File: src/rtl/blast_fsm.sv
// Blast animation FSM: a cross of tiles around the bomb tile grows, holds, then shrinks, with a registered pixel draw request.
// Optional: define BLAST_FLICKER_EN to make the blast blink on alternate frames while shrinking.
module blast_fsm #(
    parameter int TILE_SIZE       = 32,
    parameter int MAX_RADIUS      = 3,
    parameter int FRAMES_PER_STEP = 4,
    parameter int HOLD_FRAMES     = 30
) (
    input  logic               clk,
    input  logic               resetN,
    input  logic               startOfFrame,
    input  logic               bomb_exploded,
    input  logic signed [10:0] bombTopLeftX,
    input  logic signed [10:0] bombTopLeftY,
    input  logic        [10:0] pixelX,
    input  logic        [10:0] pixelY,
    output logic               blastDrawingRequest,
    output logic               blast_active,
    output logic        [3:0]  blast_radius,
    output logic        [1:0]  blast_phase,
    output logic               blast_done
);

    typedef enum logic [2:0] {S_IDLE, S_GROW, S_HOLD, S_SHRINK, S_DONE} state_t;

    localparam int SHIFT    = $clog2(TILE_SIZE);
    localparam int CNT_MAX  = (HOLD_FRAMES > FRAMES_PER_STEP) ? HOLD_FRAMES : FRAMES_PER_STEP;
    localparam int CNT_W    = $clog2(CNT_MAX + 1);

    localparam logic [CNT_W-1:0]  STEP_LAST = CNT_W'(FRAMES_PER_STEP - 1);
    localparam logic [CNT_W-1:0]  HOLD_LAST = CNT_W'(HOLD_FRAMES - 1);
    localparam logic [CNT_W-1:0]  CNT_ONE   = CNT_W'(1);
    localparam logic [3:0]        MAX_R     = 4'(MAX_RADIUS);
    localparam logic signed [11:0] TILE12   = 12'(TILE_SIZE);

    state_t             state, state_n;
    logic [CNT_W-1:0]   cnt, cnt_n;
    logic [3:0]         radius, radius_n;
    logic signed [10:0] cx, cx_n, cy, cy_n;
    logic               bomb_d;
    logic               trigger;
    logic               draw_n;
    logic               flicker_gate;

    assign trigger = bomb_exploded & ~bomb_d;

    // NOTE: sequential state uses non-blocking assignments so every register samples pre-edge values.
    always_ff @(posedge clk or negedge resetN) begin
        if (!resetN) begin
            state               <= S_IDLE;
            cnt                 <= '0;
            radius              <= '0;
            cx                  <= '0;
            cy                  <= '0;
            bomb_d              <= 1'b0;
            blastDrawingRequest <= 1'b0;
        end else begin
            state               <= state_n;
            cnt                 <= cnt_n;
            radius              <= radius_n;
            cx                  <= cx_n;
            cy                  <= cy_n;
            bomb_d              <= bomb_exploded;
            blastDrawingRequest <= draw_n;
        end
    end

    // NOTE: every combinational output gets a default first so no latch is inferred on untaken paths.
    always_comb begin
        state_n  = state;
        cnt_n    = cnt;
        radius_n = radius;
        cx_n     = cx;
        cy_n     = cy;
        unique case (state)
            S_IDLE: begin
                if (trigger) begin
                    state_n  = S_GROW;
                    cnt_n    = '0;
                    radius_n = '0;
                    cx_n     = bombTopLeftX;
                    cy_n     = bombTopLeftY;
                end
            end
            S_GROW: begin
                if (startOfFrame) begin
                    if (cnt == STEP_LAST) begin
                        cnt_n    = '0;
                        radius_n = radius + 4'd1;
                        if (radius + 4'd1 == MAX_R)
                            state_n = S_HOLD;
                    end else begin
                        cnt_n = cnt + CNT_ONE;
                    end
                end
            end
            S_HOLD: begin
                if (startOfFrame) begin
                    if (cnt == HOLD_LAST) begin
                        cnt_n   = '0;
                        state_n = S_SHRINK;
                    end else begin
                        cnt_n = cnt + CNT_ONE;
                    end
                end
            end
            S_SHRINK: begin
                if (startOfFrame) begin
                    if (cnt == STEP_LAST) begin
                        cnt_n = '0;
                        if (radius == 4'd0)
                            state_n = S_DONE;
                        else
                            radius_n = radius - 4'd1;
                    end else begin
                        cnt_n = cnt + CNT_ONE;
                    end
                end
            end
            S_DONE: begin
                state_n  = S_IDLE;
                radius_n = '0;
            end
            default: state_n = S_IDLE;
        endcase
    end

    always_comb begin
        blast_active = 1'b0;
        blast_phase  = 2'd0;
        blast_done   = 1'b0;
        unique case (state)
            S_GROW:   begin blast_active = 1'b1; blast_phase = 2'd1; end
            S_HOLD:   begin blast_active = 1'b1; blast_phase = 2'd2; end
            S_SHRINK: begin blast_active = 1'b1; blast_phase = 2'd3; end
            S_DONE:   blast_done = 1'b1;
            default:  ;
        endcase
    end

    assign blast_radius = radius;

`ifdef BLAST_FLICKER_EN
    logic flicker, flicker_n;

    // Cleared whenever not shrinking, so it always starts at 0 on entry to SHRINK.
    assign flicker_n    = (state == S_SHRINK) ? (flicker ^ startOfFrame) : 1'b0;
    assign flicker_gate = ~flicker;

    always_ff @(posedge clk or negedge resetN) begin
        if (!resetN) flicker <= 1'b0;
        else         flicker <= flicker_n;
    end
`else
    assign flicker_gate = 1'b1;
`endif

    // Cross geometry in 12-bit signed space: centre tile plus r tiles on each side.
    logic signed [11:0] x0, y0, px, py, arm_lo, arm_hi;
    logic               in_h, in_v;

    always_comb begin
        x0     = {cx[10], cx};
        y0     = {cy[10], cy};
        px     = {1'b0, pixelX};
        py     = {1'b0, pixelY};
        arm_lo = 12'(radius) << SHIFT;
        arm_hi = arm_lo + TILE12;
        in_h   = (py >= y0) && (py < y0 + TILE12) &&
                 (px >= x0 - arm_lo) && (px < x0 + arm_hi);
        in_v   = (px >= x0) && (px < x0 + TILE12) &&
                 (py >= y0 - arm_lo) && (py < y0 + arm_hi);
        draw_n = blast_active && (in_h || in_v) && flicker_gate;
    end

endmodule

File: config.mk
export PLATFORM = sky130hd
export DESIGN_NAME = blast_fsm
export DESIGN_NICKNAME = d
export VERILOG_FILES = /design/src/rtl/blast_fsm.sv
export SDC_FILE = /design/constraint.sdc
export NUM_CORES = 1
export LEC_CHECK = 0
export CAP_MARGIN = 0
export CORE_MARGIN = 3
export CORE_UTILIZATION = 30
export CTS_BUF_LIST = sky130_fd_sc_hd__clkbuf_8
export DETAILED_ROUTE_END_ITERATION = 6
export PLACE_DENSITY = 0.59
export SYNTH_ARGS = -nofsm -noshare
export SYNTH_HDL_FRONTEND = slang
export SYNTH_SLANG_ARGS = --single-unit
File: constraint.sdc
create_clock -name clk -period 5.5 [get_ports clk]
set_input_delay 1.65 -clock clk [delete_from_list [all_inputs] [get_ports clk]]
set_output_delay 1.65 -clock clk [all_outputs]
set_load 0.005 [all_outputs]
==> qor.yml <==
worst_skew_pair.late_latency_ns: 0.30
cp.arrival_ns: 4.16
path_cells: "clkdlybuf4s50_1 > inv_1 > ha_1 > nand2b_1 > a2111oi_1 > nor3_1 > a2111oi_0 > a21o_1 > o22ai_1"
min_period_ns: 4.00
regArea_um2: 901
drt-pass1-iter-count: 4
setup_slack_ns: 1.50
rsz0062_at_grt: "false"
hold_buffers: 0
antenna_left: 0
fmax_mhz: 250
setup_tns_ns: 0
clockBufferDepth: 2
maxCapViolations: 0
via_per_inst: 5.05
start_util: 0.313
critPathMaxFanout: 2
yosysTopAreaCell: "ha_1"
netlist.area_leader.share: 0.252
gp_congestion: 0.892
antenna_found_initial: 0
busiest_layer: "met2"
io_buffers: 56
syn_area_per_cell_um2: 9.19
vias: 3350
dp_slack_ns: 1.22
ys_seq_area_frac: 0.224
dr.first_iter.drc_count: 169
outcome: "complete, no violations"
finalSetupViolCount: 0
hold_ws_ns: 0.510
synth_cells: 438
drive_gt1_frac: 0.0854
first_global_vias: 3385
die-width_um: 122
postCtsSetupBuffers: 0
grt_pass1_wl_mm: 16.7
tritoncts: "done"
synth_seq_cells: 36
totalWireLength_mm: 10.2
grt_max_degree: 37
crit_path_start_kind: "input pin"
fp.dieH_um: 122
dieArea_um2: 14800
syn-num-nets: 571
synth_edf_count: 0
grt_use_met2: 0.232
async_reset_ff_frac: 1.00
leakage_nw: 2.21
grt_overflow_total: 0
worst_slew_pin_slew_ns: 0.924
wl_per_cell_um: 15.4
path_delay_family: "compound AO/OA/AOI/OAI gates"
ys_types: 60
crit_path_max_incr_delay_ns: 0.72
path_buf_inv: 2
cellPowerDensity_nw_per_um2: 483
timing_hold_violations_final: 0
antenna_cells: 0
dpl.hpwl_mm: 8.47
cts_resized: 0
num_rows: 41
fin_skew_ns: 0.0112
grtUsageTotal: 0.141
synthTopCellsByArea: "ha_1, dfrtp_1, mux2_2"
slew_viol_final: 0
syn-cell-area_um2: 4030
grt.met3_usage: 0.0176
ios: 57
slew_headroom: 0.383
root_buffer: "clkbuf_8"
yosys_warnings: 0
slowest_stage: "a2111oi_0"
cts_buffers: 5
h-tree-depth: 2
finalPower_mw: 2.34
ir_worst_vdd_uv: 218
crit_path_end_kind: "register"
nets: 625
post-route-period-util: 0.726
syn_to_final_growth_pct: 20.2
fillers: 1295
core_area_um2: 12900
critPathKind: "input pin to register"
ys.flop_type: "dfrtp_1"
met1_usage: 0.193
multi_input_area_um2: 2900
min_path_type: "register to register"
cts_sinks: 36
clk_pin_slew_ns: 0.08
remaining_drc_errors: 0
crit_required_ns: 5.67
-- report_power, final --
group | internal, mW | switching [mW]
clock network | 0.112 | 0.0965
logic | 0.789 | 0.808
registers | 0.357 | 0.175
-- sequential cells by signal, indices dropped and copies added, names as in the netlist --
name,flops
cx,11
state,3
bomb_d,1
blast_radius,4
cnt,5
cy,11
blastDrawingRequest,1
-- worst register-to-register path: stages (launching register included) --
cell,delay (ns)
dfrtp_1,0.58
inv_1,0.23
ha_1,0.48
inv_1,0.14
fa_1,0.42
nor2b_1,0.14
o21a_1,0.15
o21ai_0,0.11
o21ai_0,0.13
ha_1,0.29
a21o_1,0.18
nand2_1,0.06
nand4_1,0.08
a311oi_1,0.27
o211ai_1,0.14
o22ai_1,0.19
-- kinds of logic (layout without fill, tap and decap cells) --
group,Yosys count,after routing,synth area share
AO/OA/AOI/OAI,109,109,0.186
AND/OR/NAND/NOR,105,105,0.141
buffers and inverters,54,108,0.0556
flip-flops,36,36,0.224
multiplexers,25,25,0.0696
XOR/XNOR,24,24,0.0522
adder cells (fa/ha/maj),85,85,0.272
-- through the flow --
step	std cells	utilization	area (um^2)
6_report	664	0.376	4840
3_3_place_gp	657	0.368	4740
5_1_grt	664	0.376	4840
3_5_place_dp	657	0.368	4740
4_1_cts	664	0.376	4840
2_1_floorplan	438	-	4030
-- placed cells by master (no fill, tap or decap), types with 2 or more instances in the layout --
master           synthesis  final
xor2_1                   6      6
nor2_1                  17     17
dfrtp_1                 36     36
fa_1                     4      4
clkbuf_8                 0      7
and2_1                   2      2
nand2_1                 22     22
nor3b_1                  2      2
xnor2_1                 18     18
inv_1                   45     45
o21a_1                   5      5
a21o_1                  20     20
clkdlybuf4s50_1          0     55
nor3_1                   7      7
a31oi_1                  5      5
and3_1                   7      7
nand3_1                 14     14
nand4_1                  8      8
ha_1                    81     81
a2111oi_0                3      3
mux2_2                  24     24
or3_1                    2      2
nor2b_1                  8      8
nand2b_1                 5      5
a21oi_1                 14     14
o21ai_0                 27     27
o31ai_1                  5      5
o2111ai_1                2      2
a211oi_1                 8      8
o211ai_1                 3      3
o22ai_1                  2      2
-- final timing paths --
kind | from | endpoint | slack (ns) | depth (start not counted)
min in group asynchronous | resetN | cy[3] | 1.45 | 1
max | pixelX[0] | blastDrawingRequest | 1.50 | 9
max reg2reg | blast_radius[0] | blastDrawingRequest | 1.84 | 15
min reg2reg | cx[4] | cx[4] | 0.51 | 1
max in group asynchronous | resetN | cx[2] | 3.50 | 1
min | cx[4] | cx[4] | 0.51 | 1
-- layer usage --
layer  wire length (um)  share of wire
met5                  0              0
met2               4780           0.47
met3                309          0.030
met4                212          0.021
met1               4910           0.48
-- synthesized netlist by cell type, types with 2 or more instances --
cell / number
nand3_1: 14
mux2_2: 24
o211ai_1: 3
o22ai_1: 2
xor2_1: 6
buf_2: 2
a31oi_1: 5
o21a_1: 5
o2111ai_1: 2
ha_1: 81
nor2b_1: 8
fa_1: 4
nand4_1: 8
or3_1: 2
a21oi_1: 14
and2_1: 2
nor2_1: 17
and3_1: 7
inv_1: 45
o31ai_1: 5
buf_6: 2
a21o_1: 20
o21ai_0: 27
nor3_1: 7
a2111oi_0: 3
nand2b_1: 5
a211oi_1: 8
nor3b_1: 2
dfrtp_1: 36
xnor2_1: 18
nand2_1: 22
clkbuf_1: 4
-- layout make-up --
class / instances / area share
clock buffer: 7 / 0.0199
sequential: 36 / 0.186
multi-input combinational: 348 / 0.600
inverter: 45 / 0.0349
tap: 172 / 0.0445
timing repair buffer: 56 / 0.115
No activity file was read; power rests on OpenSTA's default activity.
